File: src/rtl/minimig_mem_pkg.sv
// -----------------------------------------------------------------------------
// minimig_mem_pkg
// Shared types and constants for the SRAM-to-req/ack memory adapter.
//   mem_state_e    : adapter FSM states (IDLE, REQ)
//   BE_*           : active-high byte-enable encodings {hi,lo}
//   RD_TIMEOUT_VAL : read data returned to the bridge when a read times out
// -----------------------------------------------------------------------------
package minimig_mem_pkg;

  typedef enum logic {
    IDLE = 1'b0,
    REQ  = 1'b1
  } mem_state_e;

  localparam logic [1:0] BE_NONE = 2'b00;
  localparam logic [1:0] BE_LO   = 2'b01;
  localparam logic [1:0] BE_HI   = 2'b10;
  localparam logic [1:0] BE_WORD = 2'b11;

  localparam logic [15:0] RD_TIMEOUT_VAL = 16'hFFFF;

endpackage

File: src/rtl/sram_mem_adapter_timer.sv
// -----------------------------------------------------------------------------
// mem_req_timer
// Loadable cycle counter that measures how long a memory request has been
// outstanding.
//   clk, reset : clock and asynchronous active-high reset
//   clr_i      : load zero (request being issued)
//   inc_i      : count one more cycle without acknowledge
//   term_o     : high in the last allowed cycle of the request
// -----------------------------------------------------------------------------
module mem_req_timer #(
  parameter int TIMEOUT = 63
) (
  input  logic clk,
  input  logic reset,
  input  logic clr_i,
  input  logic inc_i,
  output logic term_o
);

  localparam int CW = $clog2(TIMEOUT + 1);

  logic [CW-1:0] count_q;
  logic [CW-1:0] count_d;

  always_comb begin
    count_d = count_q;
    if (clr_i) begin
      count_d = '0;
    end else if (inc_i) begin
      count_d = count_q + CW'(1);
    end
  end

  always_ff @(posedge clk or posedge reset) begin
    if (reset) begin
      count_q <= '0;
    end else begin
      count_q <= count_d;
    end
  end

  // The count starts at zero in the first request cycle, so holding
  // TIMEOUT-1 means this is cycle number TIMEOUT: the abort edge is the one
  // on which the count would reach TIMEOUT.
  assign term_o = (count_q == CW'(TIMEOUT - 1));

endmodule

File: src/rtl/sram_mem_adapter.sv
// -----------------------------------------------------------------------------
// sram_mem_adapter
// Turns the bridge's level-style, active-low SRAM strobes into single-shot
// requests on a synchronous req/ack memory port, holds read data for the
// bridge, and flags a sticky error if the memory never acknowledges.
//   clk, reset            : clock and asynchronous active-high reset
//   _oe, _we, _bhe, _ble  : active-low SRAM strobes from the bridge
//   address, data         : word address and write data from the bridge
//   ramdata_in            : read data held for the bridge
//   mem_req/we/addr/be/wdata : request to the memory controller
//   mem_ack, mem_rdata    : completion strobe and read data from memory
//   busy                  : request outstanding
//   err                   : sticky timeout flag, cleared only by reset
// -----------------------------------------------------------------------------
module sram_mem_adapter
  import minimig_mem_pkg::*;
#(
  parameter int          ADDR_W  = 21,
  parameter int          TIMEOUT = 63,
  parameter logic [15:0] RD_IDLE = 16'h0000
) (
  input  logic              clk,
  input  logic              reset,
  input  logic              _oe,
  input  logic              _we,
  input  logic              _bhe,
  input  logic              _ble,
  input  logic [ADDR_W-1:0] address,
  input  logic [15:0]       data,
  output logic [15:0]       ramdata_in,
  output logic              mem_req,
  output logic              mem_we,
  output logic [ADDR_W-1:0] mem_addr,
  output logic [1:0]        mem_be,
  output logic [15:0]       mem_wdata,
  input  logic              mem_ack,
  input  logic [15:0]       mem_rdata,
  output logic              busy,
  output logic              err
);

  localparam int KW = ADDR_W + 3;

  mem_state_e        state_q, state_d;
  logic              mem_we_q, mem_we_d;
  logic [ADDR_W-1:0] mem_addr_q, mem_addr_d;
  logic [1:0]        mem_be_q, mem_be_d;
  logic [15:0]       mem_wdata_q, mem_wdata_d;
  logic [15:0]       rdata_q, rdata_d;
  logic              err_q, err_d;
  logic [KW-1:0]     key_q, key_d;
  logic              key_valid_q, key_valid_d;

  logic              wr_act;
  logic              rd_act;
  logic              new_acc;
  logic [KW-1:0]     key;
  logic              timer_clr;
  logic              timer_inc;
  logic              timer_term;

  // The bridge holds its strobes for many cycles; the key remembers the
  // access already issued so a held strobe produces exactly one request.
  assign wr_act  = !_we && (!_bhe || !_ble);
  assign rd_act  = !_oe && !wr_act;
  assign key     = {address, wr_act, _bhe, _ble};
  assign new_acc = (wr_act || rd_act) && (!key_valid_q || (key != key_q));

  mem_req_timer #(
    .TIMEOUT (TIMEOUT)
  ) u_timer (
    .clk    (clk),
    .reset  (reset),
    .clr_i  (timer_clr),
    .inc_i  (timer_inc),
    .term_o (timer_term)
  );

  always_comb begin
    state_d     = state_q;
    mem_we_d    = mem_we_q;
    mem_addr_d  = mem_addr_q;
    mem_be_d    = mem_be_q;
    mem_wdata_d = mem_wdata_q;
    rdata_d     = rdata_q;
    err_d       = err_q;
    key_d       = key_q;
    key_valid_d = key_valid_q;
    timer_clr   = 1'b0;
    timer_inc   = 1'b0;

    unique case (state_q)
      IDLE: begin
        if (new_acc) begin
          state_d     = REQ;
          mem_addr_d  = address;
          mem_we_d    = wr_act;
          mem_be_d    = wr_act ? {!_bhe, !_ble} : BE_WORD;
          mem_wdata_d = data;
          key_d       = key;
          key_valid_d = 1'b1;
          timer_clr   = 1'b1;
        end
      end
      REQ: begin
        // Ack is tested first so it wins over a coincident timeout.
        if (mem_ack) begin
          state_d = IDLE;
          if (!mem_we_q) begin
            rdata_d = mem_rdata;
          end
        end else if (timer_term) begin
          state_d = IDLE;
          err_d   = 1'b1;
          if (!mem_we_q) begin
            rdata_d = RD_TIMEOUT_VAL;
          end
        end else begin
          timer_inc = 1'b1;
        end
      end
      default: state_d = IDLE;
    endcase

    // Both strobes released ends the bridge access, so the same access
    // repeated afterwards must be issued again.
    if (_oe && _we) begin
      key_valid_d = 1'b0;
    end
  end

  always_ff @(posedge clk or posedge reset) begin
    if (reset) begin
      state_q     <= IDLE;
      mem_we_q    <= 1'b0;
      mem_addr_q  <= '0;
      mem_be_q    <= BE_NONE;
      mem_wdata_q <= '0;
      rdata_q     <= RD_IDLE;
      err_q       <= 1'b0;
      key_q       <= '0;
      key_valid_q <= 1'b0;
    end else begin
      state_q     <= state_d;
      mem_we_q    <= mem_we_d;
      mem_addr_q  <= mem_addr_d;
      mem_be_q    <= mem_be_d;
      mem_wdata_q <= mem_wdata_d;
      rdata_q     <= rdata_d;
      err_q       <= err_d;
      key_q       <= key_d;
      key_valid_q <= key_valid_d;
    end
  end

  // Request and busy come straight from the state register, so an
  // asynchronous reset drops them immediately.
  assign mem_req    = (state_q == REQ);
  assign busy       = (state_q == REQ);
  assign mem_we     = mem_we_q;
  assign mem_addr   = mem_addr_q;
  assign mem_be     = mem_be_q;
  assign mem_wdata  = mem_wdata_q;
  assign ramdata_in = rdata_q;
  assign err        = err_q;

endmodule

File: config.mk
export PLATFORM = sky130hd
export DESIGN_NAME = sram_mem_adapter
export DESIGN_NICKNAME = d
export VERILOG_FILES = /design/src/rtl/minimig_mem_pkg.sv /design/src/rtl/sram_mem_adapter_timer.sv /design/src/rtl/sram_mem_adapter.sv
export SDC_FILE = /design/constraint.sdc
export NUM_CORES = 1
export LEC_CHECK = 0
export ABC_AREA = 0
export BUFFER_PORTS_ARGS = -buffer_cell sky130_fd_sc_hd__buf_2
export CORE_ASPECT_RATIO = 0.7
export CORE_MARGIN = 4
export CORE_UTILIZATION = 30
export CTS_CLUSTER_DIAMETER = 120
export DETAILED_ROUTE_END_ITERATION = 8
export PLACE_DENSITY_LB_ADDON = 0.1
export SYNTH_ARGS = -nofsm -noshare
export SYNTH_HDL_FRONTEND = slang
export SYNTH_SLANG_ARGS = --single-unit
File: constraint.sdc
create_clock -name clk -period 3.35 [get_ports clk]
set_input_delay 0.335 -clock clk [delete_from_list [all_inputs] [get_ports clk]]
set_output_delay 0.335 -clock clk [all_outputs]
set_load 0.1 [all_outputs]
==> results.md <==
Clocking:
- The count of hold-fix buffers inserted at cts is 0.
- The number of CTS-inserted buffers is 9.
- TritonCTS built the clock tree.
- The longest clock path from root to sink contains 2 buffers.
- The H-tree was split into 3 levels.
- Clock-pin slew was measured on the worst setup and hold paths at ~50 ps.
- The worst-skew pair later-pin latency is 320 ps.
- In this run, post-CTS repair resized a total of 0 instances.
- In this run the post-CTS setup repair buffer count came out at 0.
- Counting every sink on the clock net gives 67.
- Clock tree synthesis selected as its root buffer the cell sky130_fd_sc_hd__clkbuf_16.

Drt:
- The number of iterations in the first detailed-routing pass is 4.
- The iteration-0 DRC count of the detailed router is 39.
- The wire length per cell is between 10 and 15 um.
- The total wirelength of the detailed-routed design is 6.78 mm.
- For this run, design rule violations remaining after detail routing come to 0.
- The detailed router placed 2110 vias in this run.
- The average via count per standard cell is 4.31.
- Once detail routing completed, the nets flagged for antenna violations numbered 0.

STA:
- Setup violations remaining at the end of the flow were counted as 0.
- The final-layout worst hold slack is 215 ps.
- For the pin with the worst max-slew slack, the measured transition is 855 ps.
- For the finished layout, the period the worst path requires is 2510 ps.
- The clock arrives with ~4.7 ps of skew.
- Setup repair after global routing left no endpoint under its margin.
- The number of endpoints with negative hold slack in the final report came to 0.
- The fmax is 398 MHz.
- The final max-slew violation count was 0.
- The final clock period utilization by the worst path is 75.0%.
- The normalized max-slew margin is 43.0%.
- Summed over all failing endpoints, the final setup total negative slack is 0 ps.

Flow run:
- Across the run, the number of max-cap violations was 0.

Yosys:
- The synthesized design devotes to its leading area cell type 54.6% of total area.
- sky130_fd_sc_hd__dfrtp_1 takes more of the synthesized area than any other cell.
- The number of storage elements in the synthesis netlist is 67.
- The post-synthesis instance area is 3070 um2.
- The average instance area after synthesis is 11.9 um2.
- The sequential share of the synthesized area is around 55%.
- After synthesis, the share of flip-flops with an asynchronous set or reset is 100%.
- After synthesis, the cell types taking the most area are sky130_fd_sc_hd__dfrtp_1 (55%), sky130_fd_sc_hd__mux2_1 (15%), sky130_fd_sc_hd__xnor2_1 (8.3%), sky130_fd_sc_hd__buf_4 (5.9%), sky130_fd_sc_hd__nand2_1 (2.4%).
- The instance count of the mapped netlist is between 200 and 300.
- Synthesis instantiated 26 different standard cells from the library.
- Counting every net in the synthesized netlist gives 319.
- The most common flop cell mapped by yosys is sky130_fd_sc_hd__dfrtp_1.
- Counting flops with a built-in enable in the synthesized netlist gives 0.
- During synthesis, Yosys emitted a total of 0 warnings.

Cells and area:
- The net count reported at finish is 421.
- The post-route cell area is 3950 um2.
- The count of fill cells added during filler insertion is 965.
- The share of cells above drive strength 1 is 38.4%.
- The layout overhead on the synthesized area is 28.7%.
- The number of antenna diodes in the final layout is 0.

Placement:
- In this run the cell area measured after placement is 3650 um2.
- The count of buffers from port buffering is 118.
- The wire-length estimate of the detail-placed layout is between 4 and 5 mm.
- The last weighted congestion value of the routability-driven placer is 0.661.

Global route:
- The number of antenna violations at the first check in global routing was 0.
- The number of global-route vias before repair is 2269.
- The overall track demand over capacity in global routing is 11.9%.
- The global-route wire length before repair is 11.0 mm.
- Entering global routing, the biggest net connects 68 pins.
- Summed over all layers, the global routing overflow is 0.

Worst setup path:
- The critical path goes through xnor2_1 > nand4_1 > or4_1 > o41ai_4 > buf_4 > mux2_1.
- At the worst endpoint, the arrival time is 2710 ps.
- The worst register-to-register path begins at mem_addr[3].
- For the worst setup path, the data required time is about 3600 ps.
- The slowest cell on the critical path is sky130_fd_sc_hd__or4_1.
- The largest stage delay on the critical path is 590 ps.
- The critical path in this run is classified as reg -> reg.
- The worst setup path is captured at a flip-flop.
- The endpoint identified for the worst register-to-register timing path is mem_wdata[7].
- The worst register-to-register path has a depth of 6.
- The worst setup path startpoint is mem_addr[3].
- The setup slack of the worst register-to-register path is 840 ps.
- The largest driver fanout on the critical path is 25.
- The most critical setup path has its endpoint at mem_wdata[7].
- STA classifies the critical path startpoint as a flip-flop.

Outcome:
- The run finished with clean final reports.

Floorplanning:
- The starting density of the core is 31.2%.
- In this run the horizontal extent of the chip is 129 um.
- The floorplan die area is 11900 um2.
- 119 I/O pins were placed.
- The floorplan step set the die height to 92.6 um.
- The row count is 30.
- In this run the standard cell core region covers 9830 um2.

Hold path:
- In this run the worst hold path is classified as in -> reg.
-- worst min-delay path by stage --
stage                     cells after the start      endpoint  startpoint
after global placement                        1           err         err
after detailed placement                      1           err         err
final                                         2   key_valid_q         _we
after CTS                                     2   key_valid_q         _oe
after global routing                          2  mem_wdata[9]     data[9]
after floorplan                               1   key_valid_q         _we
-- sequential cells by signal, indices dropped and copies added (netlist names) --
signal,count
mem_addr,21
mem_wdata,16
ramdata_in,16
u_timer.count_q,6
key_q,3
mem_be,2
busy,1
err,1
key_valid_q,1
-- through the flow --
step                worst slack (ps)  std cells  utilization [%]
floorplan                       1000        257                -
global placement                 797        476             37.1
detailed placement               767        476             37.1
CTS                              793        490             40.2
global route                     660        490             40.2
finish                           839        490             40.2
-- routing by layer --
layer  wire length [um]  part of all wire [%]  global-route usage (%)
met1               3050                    45                    15.2
met2               2980                    44                    17.5
met3                656                   9.7                    5.65
met4                 95                   1.4                    4.20
met5                  0                     0                       0
-- critical path, delay by kind of cell, from the launching register on --
kind,cells,cell delay (ps)
multiplexers,1,370
flip-flops,1,390
buffers and inverters,1,360
AO/OA/AOI/OAI,1,360
AND/OR/NAND/NOR,2,720
XOR/XNOR,1,200
-- cells by family after synthesis --
logic type                 after synthesis  share of synthesized area [%]
buffers and inverters                   34                           7.42
AOI/OAI and AO/OA                       28                           5.34
muxes                                   41                           15.0
and+or+nand+nor                         56                           8.44
DFF                                     67                           54.6
adders and majority gates                2                          0.816
xor gates and xnor gates                29                           8.28
-- cell usage after synthesis, drive strengths merged (2+ instances only) --
library cell	count
dfrtp	67
mux2	41
xnor2	29
buf	27
nand2	20
o21ai	20
nor2	17
nand4	9
and2	5
clkbuf	4
a21oi	3
and3	2
ha	2
inv	2
-- cells in the final DEF (no fill, tap or decap), types with 2 or more instances in the layout --
cell	netlist	final
sky130_fd_sc_hd__mux2_1	41	41
sky130_fd_sc_hd__dfrtp_1	67	67
sky130_fd_sc_hd__buf_2	2	118
sky130_fd_sc_hd__and3_1	2	2
sky130_fd_sc_hd__clkbuf_16	0	9
sky130_fd_sc_hd__xnor2_1	29	29
sky130_fd_sc_hd__nor2_1	17	17
sky130_fd_sc_hd__ha_1	2	2
sky130_fd_sc_hd__clkbuf_8	0	3
sky130_fd_sc_hd__buf_4	24	4
sky130_fd_sc_hd__and2_1	5	5
sky130_fd_sc_hd__a21oi_1	3	3
sky130_fd_sc_hd__o21ai_1	11	10
sky130_fd_sc_hd__nand2_1	20	20
sky130_fd_sc_hd__o21ai_0	9	9
sky130_fd_sc_hd__nand4_1	9	9
-- final cells by class --
class / count / area [um2] / share of cell area [%]
clock buffers: 12 / 267 / 6.75
multi-input cells: 156 / 1180 / 29.8
inverters: 3 / 11.3 / 0.285
repair buffers: 122 / 621 / 15.7
flip-flops and latches: 67 / 1680 / 42.5
clock inverters: 2 / 35.0 / 0.887
well taps: 128 / 160 / 4.06
Power is not shown: default switching activity piles up to over one toggle a cycle in this logic, so the estimate is an artifact.
